### config.mk
export PLATFORM = sky130hd
export DESIGN_NAME = instr_loader
export DESIGN_NICKNAME = d
export VERILOG_FILES = /design/src/rtl/instr_loader.sv
export SDC_FILE = /design/constraint.sdc
export NUM_CORES = 1
export LEC_CHECK = 0
export ABC_AREA = 0
export BUFFER_PORTS_ARGS = -buffer_cell sky130_fd_sc_hd__buf_4
export CORE_UTILIZATION = 55
export CTS_BUF_LIST = sky130_fd_sc_hd__clkbuf_8
export CTS_CLUSTER_DIAMETER = 200
export DETAILED_ROUTE_END_ITERATION = 12
export PLACE_DENSITY = 0.81
export SYNTH_ARGS = -nofsm -noshare
export SYNTH_HDL_FRONTEND = slang
export SYNTH_SLANG_ARGS = --single-unit
### constraint.sdc
create_clock -name clk -period 2 [get_ports clk]
set_input_delay 0.1 -clock clk [delete_from_list [all_inputs] [get_ports clk]]
set_output_delay 0.1 -clock clk [all_outputs]
set_load 0.005 [all_outputs]
### src/rtl/instr_loader.sv
// Switch-bank instruction loader: debounced load/clear buttons assemble DATA_W beats
// into INSTR_W words and queue them in a DEPTH-entry FIFO. Define INSTR_LOADER_DEBOUNCE_EN to enable the debounce filter.
module instr_loader #(
    parameter int DATA_W       = 8,
    parameter int INSTR_W      = 16,
    parameter int DEPTH        = 4,
    parameter int DEBOUNCE_CYC = 50000
) (
    input  logic                       clk,
    input  logic                       rst_n,
    input  logic [DATA_W-1:0]          sw_in,
    input  logic                       btn_load,
    input  logic                       btn_clear,
    output logic [INSTR_W-1:0]         instr_out,
    output logic                       instr_valid,
    input  logic                       instr_ready,
    output logic [$clog2(DEPTH+1)-1:0] fifo_count,
    output logic                       partial,
    output logic                       overflow
);

    localparam int BEATS  = INSTR_W / DATA_W;
    localparam int BEAT_W = $clog2(BEATS);
    localparam int PTR_W  = $clog2(DEPTH);
    localparam int CNT_W  = $clog2(DEPTH + 1);
    localparam int PART_W = INSTR_W - DATA_W;

    if ((INSTR_W % DATA_W) != 0 || BEATS < 2 || DEPTH < 2 ||
        (DEPTH & (DEPTH - 1)) != 0 || DEBOUNCE_CYC < 1) begin : g_param_err
        $error("instr_loader: illegal parameter combination");
    end

    // ---------------- button conditioning: bit 0 = load, bit 1 = clear
    logic [1:0] w_btn;
    logic [1:0] r_sync1;
    logic [1:0] r_sync2;
    logic [1:0] r_prev;
    logic [1:0] r_armed;
    logic [1:0] r_vld;
    logic [1:0] w_filt;
    logic [1:0] w_evt;

    assign w_btn = {btn_clear, btn_load};

    // A button only arms once a genuine low has been seen after reset, so a
    // press held through reset release cannot fire.
    always_ff @(posedge clk) begin
        if (!rst_n) begin
            r_sync1 <= '0;
            r_sync2 <= '0;
            r_prev  <= '0;
            r_armed <= '0;
            r_vld   <= '0;
        end else begin
            r_sync1 <= w_btn;
            r_sync2 <= r_sync1;
            r_vld   <= {r_vld[0], 1'b1};
            r_prev  <= w_filt;
            r_armed <= r_armed | ({2{r_vld[1]}} & ~r_sync2 & ~w_filt);
        end
    end

`ifdef INSTR_LOADER_DEBOUNCE_EN
    localparam int DBC_W = $clog2(DEBOUNCE_CYC + 1);

    logic [1:0]       r_filt;
    logic [DBC_W-1:0] r_dbc [2];

    always_ff @(posedge clk) begin
        if (!rst_n) begin
            r_filt <= '0;
            for (int unsigned b = 0; b < 2; b++) begin
                r_dbc[b] <= '0;
            end
        end else begin
            for (int unsigned b = 0; b < 2; b++) begin
                if (r_sync2[b] == r_filt[b]) begin
                    r_dbc[b] <= '0;
                end else if (r_dbc[b] == DBC_W'(DEBOUNCE_CYC - 1)) begin
                    r_filt[b] <= r_sync2[b];
                    r_dbc[b]  <= '0;
                end else begin
                    r_dbc[b] <= r_dbc[b] + DBC_W'(1);
                end
            end
        end
    end

    assign w_filt = r_filt;
`else
    assign w_filt = r_sync2;
`endif

    assign w_evt = w_filt & ~r_prev & r_armed;

    logic w_load_evt;
    logic w_clr_evt;

    assign w_clr_evt  = w_evt[1];
    assign w_load_evt = w_evt[0] & ~w_evt[1];

    // ---------------- beat assembly
    logic [BEAT_W-1:0] r_beat_cnt;
    logic [PART_W-1:0] r_part;
    logic              r_partial;
    logic              w_last_beat;
    logic              w_push;
    logic [INSTR_W-1:0] w_word;

    assign w_last_beat = (r_beat_cnt == BEAT_W'(BEATS - 1));
    assign w_push      = w_load_evt & w_last_beat;
    assign w_word      = {sw_in, r_part};

    always_ff @(posedge clk) begin
        if (!rst_n) begin
            r_beat_cnt <= '0;
            r_part     <= '0;
            r_partial  <= 1'b0;
        end else if (w_clr_evt) begin
            r_beat_cnt <= '0;
            r_part     <= '0;
            r_partial  <= 1'b0;
        end else if (w_load_evt) begin
            if (w_last_beat) begin
                r_beat_cnt <= '0;
                r_partial  <= 1'b0;
            end else begin
                r_beat_cnt <= r_beat_cnt + BEAT_W'(1);
                r_partial  <= 1'b1;
                for (int unsigned b = 0; b < BEATS - 1; b++) begin
                    if (r_beat_cnt == BEAT_W'(b)) begin
                        r_part[b*DATA_W +: DATA_W] <= sw_in;
                    end
                end
            end
        end
    end

    // ---------------- FIFO
    logic [INSTR_W-1:0] r_mem [DEPTH];
    logic [PTR_W-1:0]   r_wr_ptr;
    logic [PTR_W-1:0]   r_rd_ptr;
    logic [CNT_W-1:0]   r_count;
    logic               r_ovf;
    logic               w_full;
    logic               w_empty;
    logic               w_pop;
    logic               w_wr;

    assign w_full  = (r_count == CNT_W'(DEPTH));
    assign w_empty = (r_count == '0);
    assign w_pop   = ~w_empty & instr_ready;
    // When full, the write lands in the slot being popped, which becomes the new tail.
    assign w_wr    = w_push & (~w_full | w_pop);

    always_ff @(posedge clk) begin
        if (rst_n && w_wr) begin
            r_mem[r_wr_ptr] <= w_word;
        end
    end

    always_ff @(posedge clk) begin
        if (!rst_n) begin
            r_wr_ptr <= '0;
            r_rd_ptr <= '0;
            r_count  <= '0;
            r_ovf    <= 1'b0;
        end else begin
            if (w_wr) begin
                r_wr_ptr <= r_wr_ptr + PTR_W'(1);
            end
            if (w_pop) begin
                r_rd_ptr <= r_rd_ptr + PTR_W'(1);
            end
            if (w_wr && !w_pop) begin
                r_count <= r_count + CNT_W'(1);
            end else if (!w_wr && w_pop) begin
                r_count <= r_count - CNT_W'(1);
            end
            if (w_clr_evt) begin
                r_ovf <= 1'b0;
            end else if (w_push && !w_wr) begin
                r_ovf <= 1'b1;
            end
        end
    end

    assign instr_out   = w_empty ? '0 : r_mem[r_rd_ptr];
    assign instr_valid = ~w_empty;
    assign fifo_count  = r_count;
    assign partial     = r_partial;
    assign overflow    = r_ovf;

endmodule

==> results.yml <==
synth:
  ys_seq_elements: 93
  synth_cells: 220
  synth_area_um2: 3704
  syn_nets: 239
  synth_edf_count: 64
  yosysUniqueCellTypes: 36
  avgSynthCellArea_um2: 16.83
  synth_ff_type: "edfxtp_1"
  ys_seq_area_share_pct: 67.57
  async_reset_ff_share_pct: 0
  ys_warn_count: 0
global_route:
  grt_pass1_wl_mm: 10.37
  grt_max_degree: 42
  antenna_found_initial: 0
  overflow: 0
  grt_usage_pct: 19.87
  grt_pass1_vias: 2130
sta:
  rsz0062_at_grt: "yes"
  period_share_pct: 105.4
  worstMarginPinSlew_ns: 0.6408
  setup-tns-final_ns: -0.1087
  post-route-min-period_ns: 2.109
  fmax_mhz: 474.2
  finalHoldViolCount: 0
  fin_skew_ns: 0.008094
  holdWs_ns: 0.07576
  drv_slew: 0
  slew_headroom_pct: 57.15
  setup_violations: 1
  worst_slack_ns: -0.1087
critical_path:
  worstPathCellList: "and3b_4, nor4b_4, ha_2, inv_2, fa_2, xor2_1, or3_1, a21boi_1"
  cpPeakStageDelay_ns: 0.32
  path_class: "reg -> reg"
  cp_slowest_cell: "dfxtp_2"
  start_kind: "register"
  setup.worst_path.end_class: "register"
  cp.required_ns: 2.29
  arrival_ns: 2.40
  cp_max_fo: 4
clocking:
  cts.clk_slew.worst_paths_ns: 0.09
  cts_tree: "yes"
  insertion_delay_ns: 0.36
  cts_max_level: 3
  clockRootBuffer: "clkbuf_8"
  cts.sink_count: 93
  clock_path_buffers: 2
  cts_buffers: 9
cells_and_area:
  mostFrequentLayoutCell: "edfxtp_1"
  diodes: 0
  final_cell_mix: "64 x edfxtp_1, 47 x buf_4, 26 x dfxtp_1, 18 x nor2b_1, 16 x mux4_2"
  fin_nets: 299
  fin_cells: 362
  drive_gt1_share_pct: 36.84
  syn_to_final_growth_pct: 21.52
placed_design:
  gp_congestion: 0.8164
  pre_cts_slack_ns: -0.09481
  hpwl_mm: 3.888
  io_buffers: 34
  dp.cells: 336
detailed_routing:
  ant_nets: 0
  wl_per_cell_um: 17.13
  routed_wirelength_mm: 6.202
  firstDrtPassIters: 8
  routed_via_density: 5.641
  num_vias: 2042
  drt_iter0_markers: 183
  drc: 8
floorplanning:
  die_w_um: 84.06
  initial_utilization_pct: 57.67
  io_pins: 35
  fp.dieH_um: 84.06
  die-area_um2: 7066
  core.rowCount: 29
  core-area_um2: 6422
power:
  power_density_nw_per_um2: 1052
  p_leak_nw: 1.573
  peakVddDrop_v: 0.0006206
run_status:
  status: "finished with violations"
  violations: "DRC, setup timing"
min_path:
  min_path_type: "in -> reg"
run:
  maxCapViolations: 0
[registers in the layout, summed over array words and instances (netlist names), named ones only]
register and flops:
overflow 1, r_armed 2, r_sync1 2, r_prev 2
r_beat_cnt 1, r_part 8, fifo_count 3, r_rd_ptr 2
r_mem 64, r_sync2 2, r_vld 2, r_wr_ptr 2
[per-stage QoR]
stage / power, mW / utilization [%] / cell area, um^2
after floorplan: 2.805 / - / 3711
after global placement: 3.386 / 65.01 / 4175
after detailed placement: 3.410 / 65.01 / 4175
after CTS: 4.775 / 70.06 / 4499
after global routing: 4.942 / 70.08 / 4501
final: 4.735 / 70.08 / 4501
[cells by family after synthesis]
group | share of synthesized area (%)
flops | 67.57
simple gates | 10.27
compound gates | 5.743
mux | 10.54
buf+inv | 2.703
fa+ha+maj | 2.230
xor+xnor | 0.9461
[per-layer routing]
layer  global-route usage [%]  wire, um
met1                    24.97      2627
met4                    11.44       157
met2                    32.12      3177
met3                    4.154       239
met5                        0         0
[path summary, 6_finish.rpt]
check	from	end	slack, ns	depth (start not counted)
worst min-delay path	rst_n	r_vld[0]	0.08	1
worst max register to register	r_prev[1]	fifo_count[2]	-0.11	8
worst min register to register	r_vld[0]	r_vld[1]	0.44	1
worst max-delay path	r_prev[1]	fifo_count[2]	-0.11	8
[cells in the mapped netlist, drive strengths merged (2+ instances only)]
| cell type | n | area [um^2] |
|---|---|---|
| edfxtp | 64 | 1922 |
| mux4 | 16 | 360.4 |
| nor4b | 2 | 38.78 |
| nand2 | 5 | 18.77 |
| buf | 7 | 62.56 |
| nor2b | 19 | 126.4 |
| o21a | 2 | 15.01 |
| and3 | 4 | 25.02 |
| mux2i | 3 | 30.03 |
| o21ai | 10 | 80.08 |
| or3 | 2 | 12.51 |
| o2111ai | 8 | 70.07 |
| dfxtp | 29 | 580.6 |
| xnor2 | 3 | 26.28 |
| inv | 4 | 15.01 |
| ha | 5 | 62.56 |
| clkbuf | 6 | 22.52 |
| nand3b | 2 | 15.01 |
| and2 | 11 | 68.82 |
| nand3 | 8 | 40.04 |
[report_power, final]
part           total [mW]  switching, mW  internal, mW
clock                1.36          0.631         0.733
sequential           2.13         0.0393          2.09
combinational        1.24          0.534         0.703
total                4.73           1.20          3.53
[timing repair]
action	CTS	global route
gates resized for setup	1	1
buffers inserted	0	0
endpoints found under the hold margin	34	0
pin swaps	0	1
endpoints found under the setup margin	1	1
hold buffers	10	0
[final cells by class]
class,count,area (um^2)
Inverter,4,15.01
Tap cell,77,96.34
Multi-Input combinational cell,110,1106
Clock inverter,6,86.33
Sequential cell,93,2506
Fill cell,432,1922
Clock buffer,10,137.6
Timing Repair Buffer,62,553.0
[critical path: cells and delay by family (launching register included)]
kind / cells / cell delay, ns
AO/OA/AOI/OAI: 1 / 0.14
XOR/XNOR: 1 / 0.15
AND/OR/NAND/NOR: 3 / 0.83
buffers and inverters: 1 / 0.04
flip-flops: 1 / 0.32
adder cells (fa/ha/maj): 2 / 0.56
Note: power is estimated with default switching activity, not from simulation.
